$ cat src/rtl/nn_pkg.sv
// Shared types and width helpers for the neuron address sequencers.
package nn_pkg;

    typedef enum logic [1:0] {
        SEQ_IDLE,
        SEQ_RUN,
        SEQ_DONE
    } seq_state_t;

    // Never returns 0 so single-bit quantities still get a real vector.
    function automatic int width_of(input int n);
        return (n <= 2) ? 1 : $clog2(n);
    endfunction

endpackage

$ cat src/rtl/wave_lane.sv
// One skewed lane: maps the step counter and a fixed offset K to an address/valid pair.
module wave_lane
    import nn_pkg::*;
#(
    parameter int DEPTH = 8,
    parameter int K     = 0,
    parameter int AW    = width_of(DEPTH),
    parameter int TW    = width_of(DEPTH + 1)
) (
    input  logic [TW-1:0] t,
    output logic [AW-1:0] addr,
    output logic          vld
);

    localparam logic [TW-1:0] OFS = TW'(K);
    localparam logic [TW-1:0] LIM = TW'(DEPTH - 1);

    logic [TW:0] sub;

    // The borrow bit stands in for t >= K, avoiding a constant compare when K == 0.
    always_comb begin
        sub  = {1'b0, t} - {1'b0, OFS};
        vld  = !sub[TW] && (sub[TW-1:0] <= LIM);
        addr = vld ? sub[AW-1:0] : '0;
    end

endmodule

$ cat src/rtl/wave_addr_seq.sv
// Wavefront read-address sequencer for STAGES skewed neuron stages over a DEPTH-entry memory.
// Optional WAVE_SEQ_REPEAT_EN adds multi-pass runs (passes / pass_idx ports).
//
//  state    | meaning
//  SEQ_IDLE | waiting for start, outputs quiet
//  SEQ_RUN  | stepping t from 0 to LAST, registered lane outputs
//  SEQ_DONE | single cycle, done pulse, then back to idle
module wave_addr_seq
    import nn_pkg::*;
#(
    parameter int DEPTH  = 8,
    parameter int STAGES = 2,
    localparam int AW    = width_of(DEPTH)
) (
    input  logic                 clk,
    input  logic                 reset,
    input  logic                 start,
    input  logic                 stall,
    output logic                 busy,
    output logic                 done,
    output logic                 finished,
    output logic [STAGES*AW-1:0] addr,
    output logic [STAGES-1:0]    addr_vld
`ifdef WAVE_SEQ_REPEAT_EN
    ,
    input  logic [7:0]           passes,
    output logic [7:0]           pass_idx
`endif
);

    localparam int TW = width_of(DEPTH + STAGES);
    localparam logic [TW-1:0] LAST = TW'(DEPTH + STAGES - 2);

    seq_state_t state, state_n;
    logic [TW-1:0] t, t_n;
    logic accept;
    logic last_pass;
    logic [STAGES*AW-1:0] lane_addr;
    logic [STAGES-1:0] lane_vld;

`ifdef WAVE_SEQ_REPEAT_EN
    logic [7:0] passes_q;
    logic [7:0] pass_n;
    assign last_pass = (pass_idx == passes_q);
`else
    assign last_pass = 1'b1;
`endif

    always_comb begin
        state_n = state;
        t_n     = t;
        accept  = 1'b0;
        case (state)
            SEQ_IDLE: begin
                if (start) begin
                    state_n = SEQ_RUN;
                    t_n     = '0;
                    accept  = 1'b1;
                end
            end
            SEQ_RUN: begin
                if (!stall) begin
                    if (t == LAST) begin
                        t_n = '0;
                        if (last_pass) state_n = SEQ_DONE;
                    end else begin
                        t_n = t + TW'(1);
                    end
                end
            end
            SEQ_DONE: state_n = SEQ_IDLE;
            default:  state_n = SEQ_IDLE;
        endcase
    end

`ifdef WAVE_SEQ_REPEAT_EN
    always_comb begin
        pass_n = pass_idx;
        if (accept)
            pass_n = 8'd0;
        else if (state == SEQ_RUN && !stall && t == LAST && !last_pass)
            pass_n = pass_idx + 8'd1;
        if (state_n != SEQ_RUN)
            pass_n = 8'd0;
    end
`endif

    // Lanes look at the next step so the registered outputs line up with t.
    for (genvar k = 0; k < STAGES; k++) begin : g_lane
        wave_lane #(
            .DEPTH(DEPTH),
            .K    (k),
            .AW   (AW),
            .TW   (TW)
        ) u_lane (
            .t   (t_n),
            .addr(lane_addr[k*AW +: AW]),
            .vld (lane_vld[k])
        );
    end

    always_ff @(posedge clk) begin
        if (reset) begin
            state    <= SEQ_IDLE;
            t        <= '0;
            busy     <= 1'b0;
            done     <= 1'b0;
            finished <= 1'b0;
            addr     <= '0;
            addr_vld <= '0;
`ifdef WAVE_SEQ_REPEAT_EN
            passes_q <= 8'd0;
            pass_idx <= 8'd0;
`endif
        end else begin
            state    <= state_n;
            t        <= t_n;
            busy     <= (state_n == SEQ_RUN);
            done     <= (state_n == SEQ_DONE);
            if (accept)
                finished <= 1'b0;
            else if (state_n == SEQ_DONE)
                finished <= 1'b1;
            addr     <= (state_n == SEQ_RUN) ? lane_addr : '0;
            addr_vld <= (state_n == SEQ_RUN) ? lane_vld : '0;
`ifdef WAVE_SEQ_REPEAT_EN
            if (accept) passes_q <= passes;
            pass_idx <= pass_n;
`endif
        end
    end

endmodule

$ cat config.mk
export PLATFORM = sky130hd
export DESIGN_NAME = wave_addr_seq
export DESIGN_NICKNAME = d
export VERILOG_FILES = /design/src/rtl/nn_pkg.sv /design/src/rtl/wave_lane.sv /design/src/rtl/wave_addr_seq.sv
export SDC_FILE = /design/constraint.sdc
export NUM_CORES = 1
export LEC_CHECK = 0
export ABC_AREA = 1
export CORE_MARGIN = 2
export CORE_UTILIZATION = 44
export CTS_BUF_LIST = sky130_fd_sc_hd__clkbuf_4 sky130_fd_sc_hd__clkbuf_8 sky130_fd_sc_hd__clkbuf_16
export CTS_CLUSTER_DIAMETER = 120
export DETAILED_ROUTE_END_ITERATION = 8
export HOLD_SLACK_MARGIN = 0.12
export PLACE_DENSITY = 0.72
export SYNTH_ARGS = -nofsm -noshare
export SYNTH_HDL_FRONTEND = slang
export SYNTH_SLANG_ARGS = --single-unit
$ cat constraint.sdc
create_clock -name clk -period 1.49 [get_ports clk]
set_input_delay 0.298 -clock clk [delete_from_list [all_inputs] [get_ports clk]]
set_output_delay 0.298 -clock clk [all_outputs]
set_load 0.005 [all_outputs]
==> results of run 1 <==
-- flip-flops by register name (all words and copies together) (netlist names) --
name and flops:
addr 6, addr_vld 2, busy 1, done 1, finished 1, state 2, t 4
-- timing repair --
| item | in CTS | in global routing |
|---|---|---|
| cloned | 0 | 0 |
| pin swaps | 7 | 5 |
| endpoints found under the setup margin | 8 | 8 |
| buffers inserted | 2 | 5 |
| endpoints found under the hold margin | 0 | 0 |
| resized for setup | 3 | 15 |
-- worst max-delay path, stage by stage (launching register included) --
cell and delay [ns]:
dfxtp_2 0.34, inv_2 0.05, ha_4 0.22, o211ai_1 0.25
nand2_4 0.09, inv_4 0.07, ha_4 0.13, nand3_2 0.05
nand2_1 0.07, nand2_1 0.06, nand3_2 0.09, nor2_1 0.05
-- layout make-up --
type / count / area [sq um]
tap: 17 / 21.3
inverter: 15 / 58.8
timing repair buffer: 35 / 308
fill: 133 / 482
clock buffer: 4 / 30.0
sequential: 17 / 343
multi-input combinational: 60 / 428
-- cells by family after synthesis --
group | count (synthesis) | share of synthesized area, %
fa+ha+maj | 3 | 4.92
simple gates | 49 | 31.1
compound gates | 6 | 8.69
flops | 17 | 44.6
xor+xnor | 2 | 2.30
buf+inv | 16 | 8.36
-- power groups by stage --
| stage | clock network, mW | logic, mW | registers [mW] |
|---|---|---|---|
| finish | 0.258 | 0.198 | 0.477 |
| global route | 0.280 | 0.217 | 0.479 |
| CTS | 0.263 | 0.172 | 0.477 |
| detailed placement | 0 | 0.163 | 0.488 |
| global placement | 0 | 0.162 | 0.487 |
| floorplan | 0 | 0.0877 | 0.490 |
-- synthesized netlist by cell type (all sizes together) --
| cell | n | area share [%] |
|---|---|---|
| nand3 | 6 | 5.2 |
| inv | 15 | 7.4 |
| xnor2 | 2 | 2.3 |
| ha | 3 | 4.9 |
| nand3b | 1 | 0.98 |
| a21boi | 2 | 3.9 |
| a21oi | 1 | 2.1 |
| buf | 1 | 0.98 |
| o21ai | 1 | 0.66 |
| o211ai | 1 | 0.98 |
| a211oi | 1 | 0.98 |
| nor2 | 19 | 11 |
| dfxtp | 17 | 45 |
| nand2 | 23 | 14 |
-- stage by stage --
step	setup TNS (ns)	setup slack, ns	power, mW	std cells
floorplan	-0.271	-0.0701	0.578	93
global placement	-3.32	-0.367	0.649	137
detailed placement	-3.99	-0.430	0.651	137
CTS	-0.408	-0.105	0.912	143
global route	-1.06	-0.184	0.976	148
finish	-0.338	-0.0806	0.933	148
-- path summary, 6_finish.rpt --
path                                              end  cells after the start
worst max-delay path               addr[5]$_SDFF_PP0_                     11
worst max register to register     addr[5]$_SDFF_PP0_                     11
worst min register to register  finished$_SDFFE_PP0P_                      2
worst min-delay path            finished$_SDFFE_PP0P_                      2
-- layer usage --
metal	global-route usage [%]	part of all wire [%]	vias up
met3	7.14	3.9	2
met4	3.53	0.86	0
met1	17.8	42	328
met2	32.1	53	16
met5	0	0	-
li1	-	-	359
==> flow_summary.yaml, run 1 <==
clock_network:
  clk_latency_ns: 0.28
  clock_sinks: 17
  tritoncts_clock_tree: "yes"
  clk_path_buf_depth: 2
  cts.htree.levels: 1
  worst_setup_hold_path_clk_slew_ns: 0.10
  ctsRootBufferMaster: "clkbuf_4"
  cts_hold_buffers: 0
  cts_made_buffers: 3
synth:
  syn-instance-count: 93
  post_synth_instance_area_sq_um: 763
  yosys_warnings: 0
  synth.net_count: 100
  post_synth.cell_area_avg_sq_um: 8.21
  ys_seq_elements: 17
  seq_area_frac_synth_pct: 44.6
  count_of_cell_types_in_the_netlist: 21
power_and_ir_drop:
  power.switching_mw: 0.236
  clkPwrFrac_pct: 27.7
  worst_ir_drop_vdd_uv: 649
  fraction_of_power_spent_switching_nets_pct: 25.3
  cellPowerDensity_nw_per_um2: 785
  cellInternalPower_mw: 0.697
  power_frac_comb_pct: 21.2
  power.leakage_nw: 0.550
  power.sequential.fraction_pct: 51.1
floorplanning:
  ioPinCount: 15
  num_rows: 15
  design.core.area_sq_um: 1670
  floorplan.die_area_sq_um: 2080
  fp.dieW_um: 45.7
  die_h_um: 45.7
  initial_utilization_pct: 45.7
routing:
  detail_route_antenna_nets: 0
  remaining_drc_errors: 0
  starting_drc_count_in_detailed_routing: 10
  dr_total_vias: 705
  drt-total-wl_um: 1620
  drt-vias-per-instance: 4.76
  post_drt_wl_per_cell_um: 11.0
  drt_first_pass_iters: 4
finish:
  most-common-layout-cells: "18 x buf_4, 17 x nand2_1, 15 x dfxtp_1"
  syn2layout_area_growth_pct: 55.7
  final_layout_size_suffix_gt1_share_pct: 42.0
  final_core_util_pct: 71.2
  insertedDiodeCount: 0
  layout.cells.most_common: "buf_4"
  layout.cell_area.non_filler_sq_um: 1190
  finish.net_count: 139
timing:
  timing_max_transition_violations_final: 0
  timing_worst_slew_pin_value_ns: 0.279
  finalCritPeriodShare_pct: 105
  worst_slack_ns: -0.0806
  final.min_clock_period_ns: 1.57
  fmax_ghz: 0.637
  final.setup_skew_ns: 0.00775
  final-hold-violation-count: 0
  setup_repair_after_global_routing_missed_its_margin: "true"
  fin_hold_ws_ns: 0.479
  final-setup-viol-count: 6
  relSlewSlack_pct: 81.3
place:
  dp_hpwl_um: 1120
  placed_area_sq_um: 1040
  port_buffers: 14
  gpl.final_weighted_congestion: 0.767
grt:
  grt_antenna_before_repair: 0
  globalRouteTotalUtil_pct: 17.3
  grt_pass1_wl_um: 2550
  remaining_global_route_overflow: 0
  grt_pass1_vias: 650
  largest_net_degree_at_the_start_of_global_routing: 10
worst_setup_path:
  reg2reg_slack_ns: -0.08
  setup.worst_path.start: "t[0]$_SDFF_PP0_"
  timing.rr.start: "t[0]$_SDFF_PP0_"
  critPathArrivalTime_ns: 1.76
  launching_element_type_of_the_critical_path: "flip-flop"
  crit_fanout: 4
  worst_setup_path_end_kind: "flip-flop"
  timing_worst_setup_path_type: "flip-flop to flip-flop"
  crit_required_ns: 1.68
worst_hold_path:
  hold_path_class: "flip-flop to flip-flop"
  timing.hold.worst.start: "finished$_SDFFE_PP0P_"
flow_run:
  maxCapViolations: 0
outcome:
  violations: "negative setup slack"
  status: "finished with violations"
Power figures use the tool's default switching activity.
==> run 2, diff against run 1 <==
Settings changed: CORE_ASPECT_RATIO set to 1.2.
==> run 2 against run 1 <==
  * The run still ends with negative setup slack left
  * Maximum frequency is 2.6% lower
  * Clock power is 6% lower
  * Setup slack worse by 0.043 ns
  * Sequential share of layout area is 0.14 points higher
  * Global-route usage is 0.12 points higher
  * Clock skew is 0.0033 ns higher
  * Count of clock-buffer cells in the layout is 1 lower
  * Flip-flop and latch count stayed put
  * First-iteration DRC count is 10% lower
  * Largest power group unchanged
  * Die area hardly changed
  * Critical path depth stayed put
  * Power is 0.67% lower
==> flow_summary.yaml, run 2 (synthesis gave the netlist of run 1 again) <==
clock_network:
  cts_hold_buffers: 0
  cts_made_buffers: 3
  clk_latency_ns: 0.29
  clk_path_buf_depth: 2
  clock_sinks: 17
  tritoncts_clock_tree: "yes"
  ctsRootBufferMaster: "clkbuf_4"
  worst_setup_hold_path_clk_slew_ns: 0.10
  cts.htree.levels: 1
worst_setup_path:
  crit_slowest_cell: "dfxtp_2"
  launching_element_type_of_the_critical_path: "flip-flop"
  cp.buffers_inverters: 2
  worstPathCellList: "inv_2, ha_4, o211ai_1, nand2_4, inv_4, ha_4, nand3_2, nand2_1, nand2_1, nand3_2, nor2_1"
  timing.critical_path.slowest_cell_delay_ns: 0.34
  timing.rr.start: "t[0]$_SDFF_PP0_"
  timing.critical_path.max_delay_family: "simple AND/OR/NAND/NOR gates"
  critPathArrivalTime_ns: 1.81
  worst_setup_path_end_kind: "flip-flop"
  setup.worst_path.start: "t[0]$_SDFF_PP0_"
  timing_worst_setup_path_type: "flip-flop to flip-flop"
  crit_required_ns: 1.69
  crit_fanout: 4
  reg2reg_slack_ns: -0.12
finish:
  finish.net_count: 140
  final_layout_size_suffix_gt1_share_pct: 39.4
  insertedDiodeCount: 0
  largest_registers: "addr (6), t (4)"
  most-common-layout-cells: "18 x nand2_1, 18 x buf_4, 15 x nor2_1"
  syn2layout_area_growth_pct: 55.6
  largest-register: "addr"
  number_of_flip_flops_in_the_largest_register: 6
  layout.cell_area.non_filler_sq_um: 1190
timing:
  timing_worst_slew_pin_value_ns: 0.310
  worst_slack_ns: -0.123
  timing_max_transition_violations_final: 0
  fin_hold_ws_ns: 0.478
  fmax_ghz: 0.620
  final.min_clock_period_ns: 1.61
  tns_ns: -0.462
  finalCritPeriodShare_pct: 108
  relSlewSlack_pct: 79.2
  final.setup_skew_ns: 0.0111
  setup_repair_after_global_routing_missed_its_margin: "true"
  final-setup-viol-count: 5
  final-hold-violation-count: 0
routing:
  starting_drc_count_in_detailed_routing: 9
  drt-total-wl_um: 1750
  drt-vias-per-instance: 4.66
  remaining_drc_errors: 0
  post_drt_wl_per_cell_um: 11.6
  drt_first_pass_iters: 4
  dr_total_vias: 699
  detail_route_antenna_nets: 0
outcome:
  status: "finished with violations"
  violations: "negative setup slack"
floorplanning:
  floorplan.die_area_sq_um: 2090
  fp.dieW_um: 42.0
  ioPinCount: 15
  die_h_um: 49.6
  design.core.area_sq_um: 1640
  initial_utilization_pct: 46.5
  num_rows: 16
power_and_ir_drop:
  cellPowerDensity_nw_per_um2: 781
  worst_ir_drop_vdd_uv: 658
  power.leakage_nw: 0.570
worst_hold_path:
  hold_path_class: "flip-flop to flip-flop"
  timing.hold.worst.start: "finished$_SDFFE_PP0P_"
grt:
  grt_pass1_wl_um: 2850
  remaining_global_route_overflow: 0
  largest_net_degree_at_the_start_of_global_routing: 11
  grt_antenna_before_repair: 0
  globalRouteTotalUtil_pct: 17.4
  grt_pass1_vias: 695
flow_run:
  maxCapViolations: 0
place:
  dp_hpwl_um: 1190
  gpl.final_weighted_congestion: 0.858
  placed_area_sq_um: 1050
  port_buffers: 14
-- run 2: changes by cell type in the layout (fill, tap and decap cells not counted), sizes merged --
cell    change
buf         +1
clkbuf      -1
clkinv      +1
-- run 2: final cells by class --
| class | instances | area, sq um |
|---|---|---|
| Clock inverter | 1 | 5.00 |
| Sequential cell | 17 | 344 |
| Fill cell | 126 | 454 |
| Inverter | 15 | 58.8 |
| Multi-Input combinational cell | 60 | 415 |
| Clock buffer | 3 | 22.5 |
| Timing Repair Buffer | 36 | 319 |
| Tap cell | 18 | 22.5 |
-- run 2: worst paths after layout --
kind	endpoint	cells after the start
worst max register to register	addr[5]$_SDFF_PP0_	11
worst min-delay path	finished$_SDFFE_PP0P_	2
worst min register to register	finished$_SDFFE_PP0P_	2
worst max-delay path	addr[5]$_SDFF_PP0_	11
-- run 2: power by group --
| part | total [mW] | leakage, nW | internal, mW | switching (mW) |
|---|---|---|---|---|
| clock network | 0.242 | 0.0177 | 0.0999 | 0.142 |
| registers | 0.478 | 0.140 | 0.471 | 0.00677 |
| logic | 0.207 | 0.413 | 0.112 | 0.0949 |
| total | 0.927 | 0.570 | 0.683 | 0.244 |
-- run 2: timing repair --
action | CTS | global route
pin swaps | 8 | 6
resized for setup | 5 | 9
setup buffers | 2 | 5
setup endpoints to repair | 8 | 9
-- run 2: per-layer routing --
metal  vias to the layer above  part of all wire (%)  global-route usage (%)
met1                       320                    42                    21.1
li1                        366                     -                       -
met4                         0                  0.80                    7.81
met3                         2                   2.5                    3.66
met5                         -                     0                       0
met2                        11                    55                    29.2
-- run 2: through the flow --
step	total power [mW]	utilization, %	cells	worst slack (ns)
final	0.927	72.3	150	-0.123
after global routing	0.973	72.3	150	-0.247
after CTS	0.903	68.2	145	-0.0912
after detailed placement	0.653	64.2	139	-0.486
after global placement	0.651	64.2	139	-0.432
after floorplan	0.578	-	93	-0.0701
-- run 2: worst min-delay path, delay by kind of cell (launching register included) --
family,cells,cell delay (ns)
AOI/OAI and AO/OA,1,0.06
buffers and inverters,1,0.05
DFF,1,0.33
==> run 3, diff against run 2 <==
Settings changed: PLACE_DENSITY 0.72 to 0.75.
Clock period 1.49 ns to 1.35 ns, I/O delays scaled along.
==> run 3 against run 2 <==
  * The flow still finishes with violations (negative setup slack)
  * Setup slack worse by 0.11 ns
  * Sequential share of layout area fell by 0.18 points
  * Via count is 2.4% lower
  * Sequential power is 10% higher
  * Global-route usage shrank 0.35 points
  * Clock skew decreased by 0.0086 ns
  * Flip-flop and latch count unchanged
  * Register-to-register slack worse by 0.11 ns
  * First-iteration DRC count increased by 11%
  * Critical path depth stayed put
  * Clock power increased by 14%
  * Largest cell class unchanged
==> flow_summary.yaml, run 3 (synthesis gave the netlist of run 1 again) <==
outcome:
  status: "finished with violations"
  violations: "negative setup slack"
finish:
  largest_registers: "addr (6), t (4)"
  number_of_flip_flops_in_the_largest_register: 6
  final_layout_size_suffix_gt1_share_pct: 43.2
  syn2layout_area_growth_pct: 56.6
  most-common-layout-cells: "18 x nand2_1, 15 x buf_4, 14 x dfxtp_1"
  insertedDiodeCount: 0
  num-fill-cells: 138
  largest-register: "addr"
  layout.cells.most_common: "nand2_1"
  finish.net_count: 140
timing:
  final.min_clock_period_ns: 1.58
  fmax_ghz: 0.631
  final-setup-viol-count: 10
  finalCritPeriodShare_pct: 117
  worst_slack_ns: -0.235
  setup_repair_after_global_routing_missed_its_margin: "true"
  tns_ns: -1.61
  timing_max_transition_violations_final: 0
  final-hold-violation-count: 0
  timing_worst_slew_pin_value_ns: 0.273
  final.setup_skew_ns: 0.00244
  relSlewSlack_pct: 81.7
floorplanning:
  fp.dieW_um: 42.0
  ioPinCount: 15
  design.core.area_sq_um: 1640
  initial_utilization_pct: 46.5
  num_rows: 16
  die_h_um: 49.6
  floorplan.die_area_sq_um: 2090
clock_network:
  ctsRootBufferMaster: "clkbuf_4"
  cts_hold_buffers: 0
  clock_sinks: 17
  tritoncts_clock_tree: "yes"
  clk_latency_ns: 0.27
  cts_made_buffers: 3
  cts.htree.levels: 1
  clk_path_buf_depth: 2
  worst_setup_hold_path_clk_slew_ns: 0.09
worst_setup_path:
  reg2reg_slack_ns: -0.23
  r2r_cells: 11
  critical_path.reg2reg.endpoint: "addr[3]$_SDFF_PP0_"
  worst_setup_path_end_kind: "flip-flop"
  crit_fanout: 4
  crit_required_ns: 1.53
  critPathArrivalTime_ns: 1.76
  timing.rr.start: "t[1]$_SDFF_PP0_"
  setup.worst_path.start: "t[1]$_SDFF_PP0_"
  worst_setup_endpoint: "addr[3]$_SDFF_PP0_"
  timing_worst_setup_path_type: "flip-flop to flip-flop"
  launching_element_type_of_the_critical_path: "flip-flop"
power_and_ir_drop:
  cellPowerDensity_nw_per_um2: 851
  power.leakage_nw: 0.620
  worst_ir_drop_vdd_uv: 947
  total_power_mw: 1.02
worst_hold_path:
  hold_path_class: "flip-flop to flip-flop"
grt:
  grt_pass1_wl_um: 2780
  grt_pass1_vias: 673
  remaining_global_route_overflow: 0
  globalRouteTotalUtil_pct: 17.0
  grt_antenna_before_repair: 0
  largest_net_degree_at_the_start_of_global_routing: 10
routing:
  detail_route_antenna_nets: 0
  starting_drc_count_in_detailed_routing: 10
  remaining_drc_errors: 0
  post_drt_wl_per_cell_um: 10.7
  drt-vias-per-instance: 4.55
  dr_total_vias: 682
  drt_first_pass_iters: 3
  drt-total-wl_um: 1610
place:
  port_buffers: 14
  dp_hpwl_um: 1160
  gpl.final_weighted_congestion: 0.858
flow_run:
  maxCapViolations: 0
-- run 3: changes by cell type in the layout (fill, tap and decap cells not counted), moves of 2 or more --
| cell | delta |
|---|---|
| dlygate4sd2_1 | +11 |
| inv_1 | -2 |
| buf_6 | +3 |
| nor2_2 | +4 |
| buf_4 | -3 |
| clkdlybuf4s50_1 | -11 |
| nor2_1 | -3 |
| inv_2 | +2 |
-- run 3: per-stage QoR --
stage / area (sq um) / hold WS, ns / utilization, % / worst slack, ns / std cells
after floorplan: 786 / 0.447 / - / -0.210 / 93
after global placement: 1070 / 0.445 / 65.1 / -0.534 / 141
after detailed placement: 1070 / 0.469 / 65.1 / -0.569 / 141
after CTS: 1170 / 0.596 / 71.3 / -0.221 / 150
after global routing: 1190 / 0.617 / 72.8 / -0.333 / 150
final: 1190 / 0.593 / 72.8 / -0.235 / 150
-- run 3: routing by layer --
layer  vias up  routed length (um)  share of wire, %  track usage (%)
met2        11                 810                50             30.7
met1       307                 693                43             20.8
li1        358                   -                 -                -
met5         -                   0                 0                0
met3         6                  44               2.7             1.10
met4         0                  63               3.9             6.77
-- run 3: area by class of cell --
type                    count  area, sq um  area share, %
well taps                  18         22.5           1.88
clock buffers               4         30.0           2.51
flip-flops and latches     17          344           28.8
inverters                  15         58.8           4.92
repair buffers             36          317           26.5
multi-input cells          60          423           35.4
-- run 3: timing repair --
item                                    CTS  global route
resized for setup                        25             8
pin swaps                                 9             6
cloned                                    0             0
endpoints found under the setup margin   22            12
setup buffers                             5             2
-- run 3: how the worst min path moves through the flow --
stage                                        to  cells past startpoint             startpoint  slack, ns
final                     finished$_SDFFE_PP0P_                      3  finished$_SDFFE_PP0P_       0.59
after global routing      finished$_SDFFE_PP0P_                      3  finished$_SDFFE_PP0P_       0.62
after CTS                 finished$_SDFFE_PP0P_                      3  finished$_SDFFE_PP0P_       0.60
after detailed placement  finished$_SDFFE_PP0P_                      2  finished$_SDFFE_PP0P_       0.47
after global placement    finished$_SDFFE_PP0P_                      2  finished$_SDFFE_PP0P_       0.44
after floorplan           finished$_SDFFE_PP0P_                      3                  start       0.45
-- run 3: report_power, final --
group / switching [mW] / internal (mW)
Combinational: 0.103 / 0.110
Sequential: 0.00727 / 0.520
Clock: 0.142 / 0.134
Total: 0.253 / 0.764
-- run 3: critical path, stage by stage (launching register included) --
cell and delay [ns]:
dfxtp_2 0.34, inv_2 0.05, ha_4 0.22, o211ai_1 0.25, nand2_4 0.10, inv_4 0.07, ha_4 0.13, nand3_2 0.05
nand2_1 0.06, nand2_1 0.06, nand3_2 0.10, nor2_1 0.05
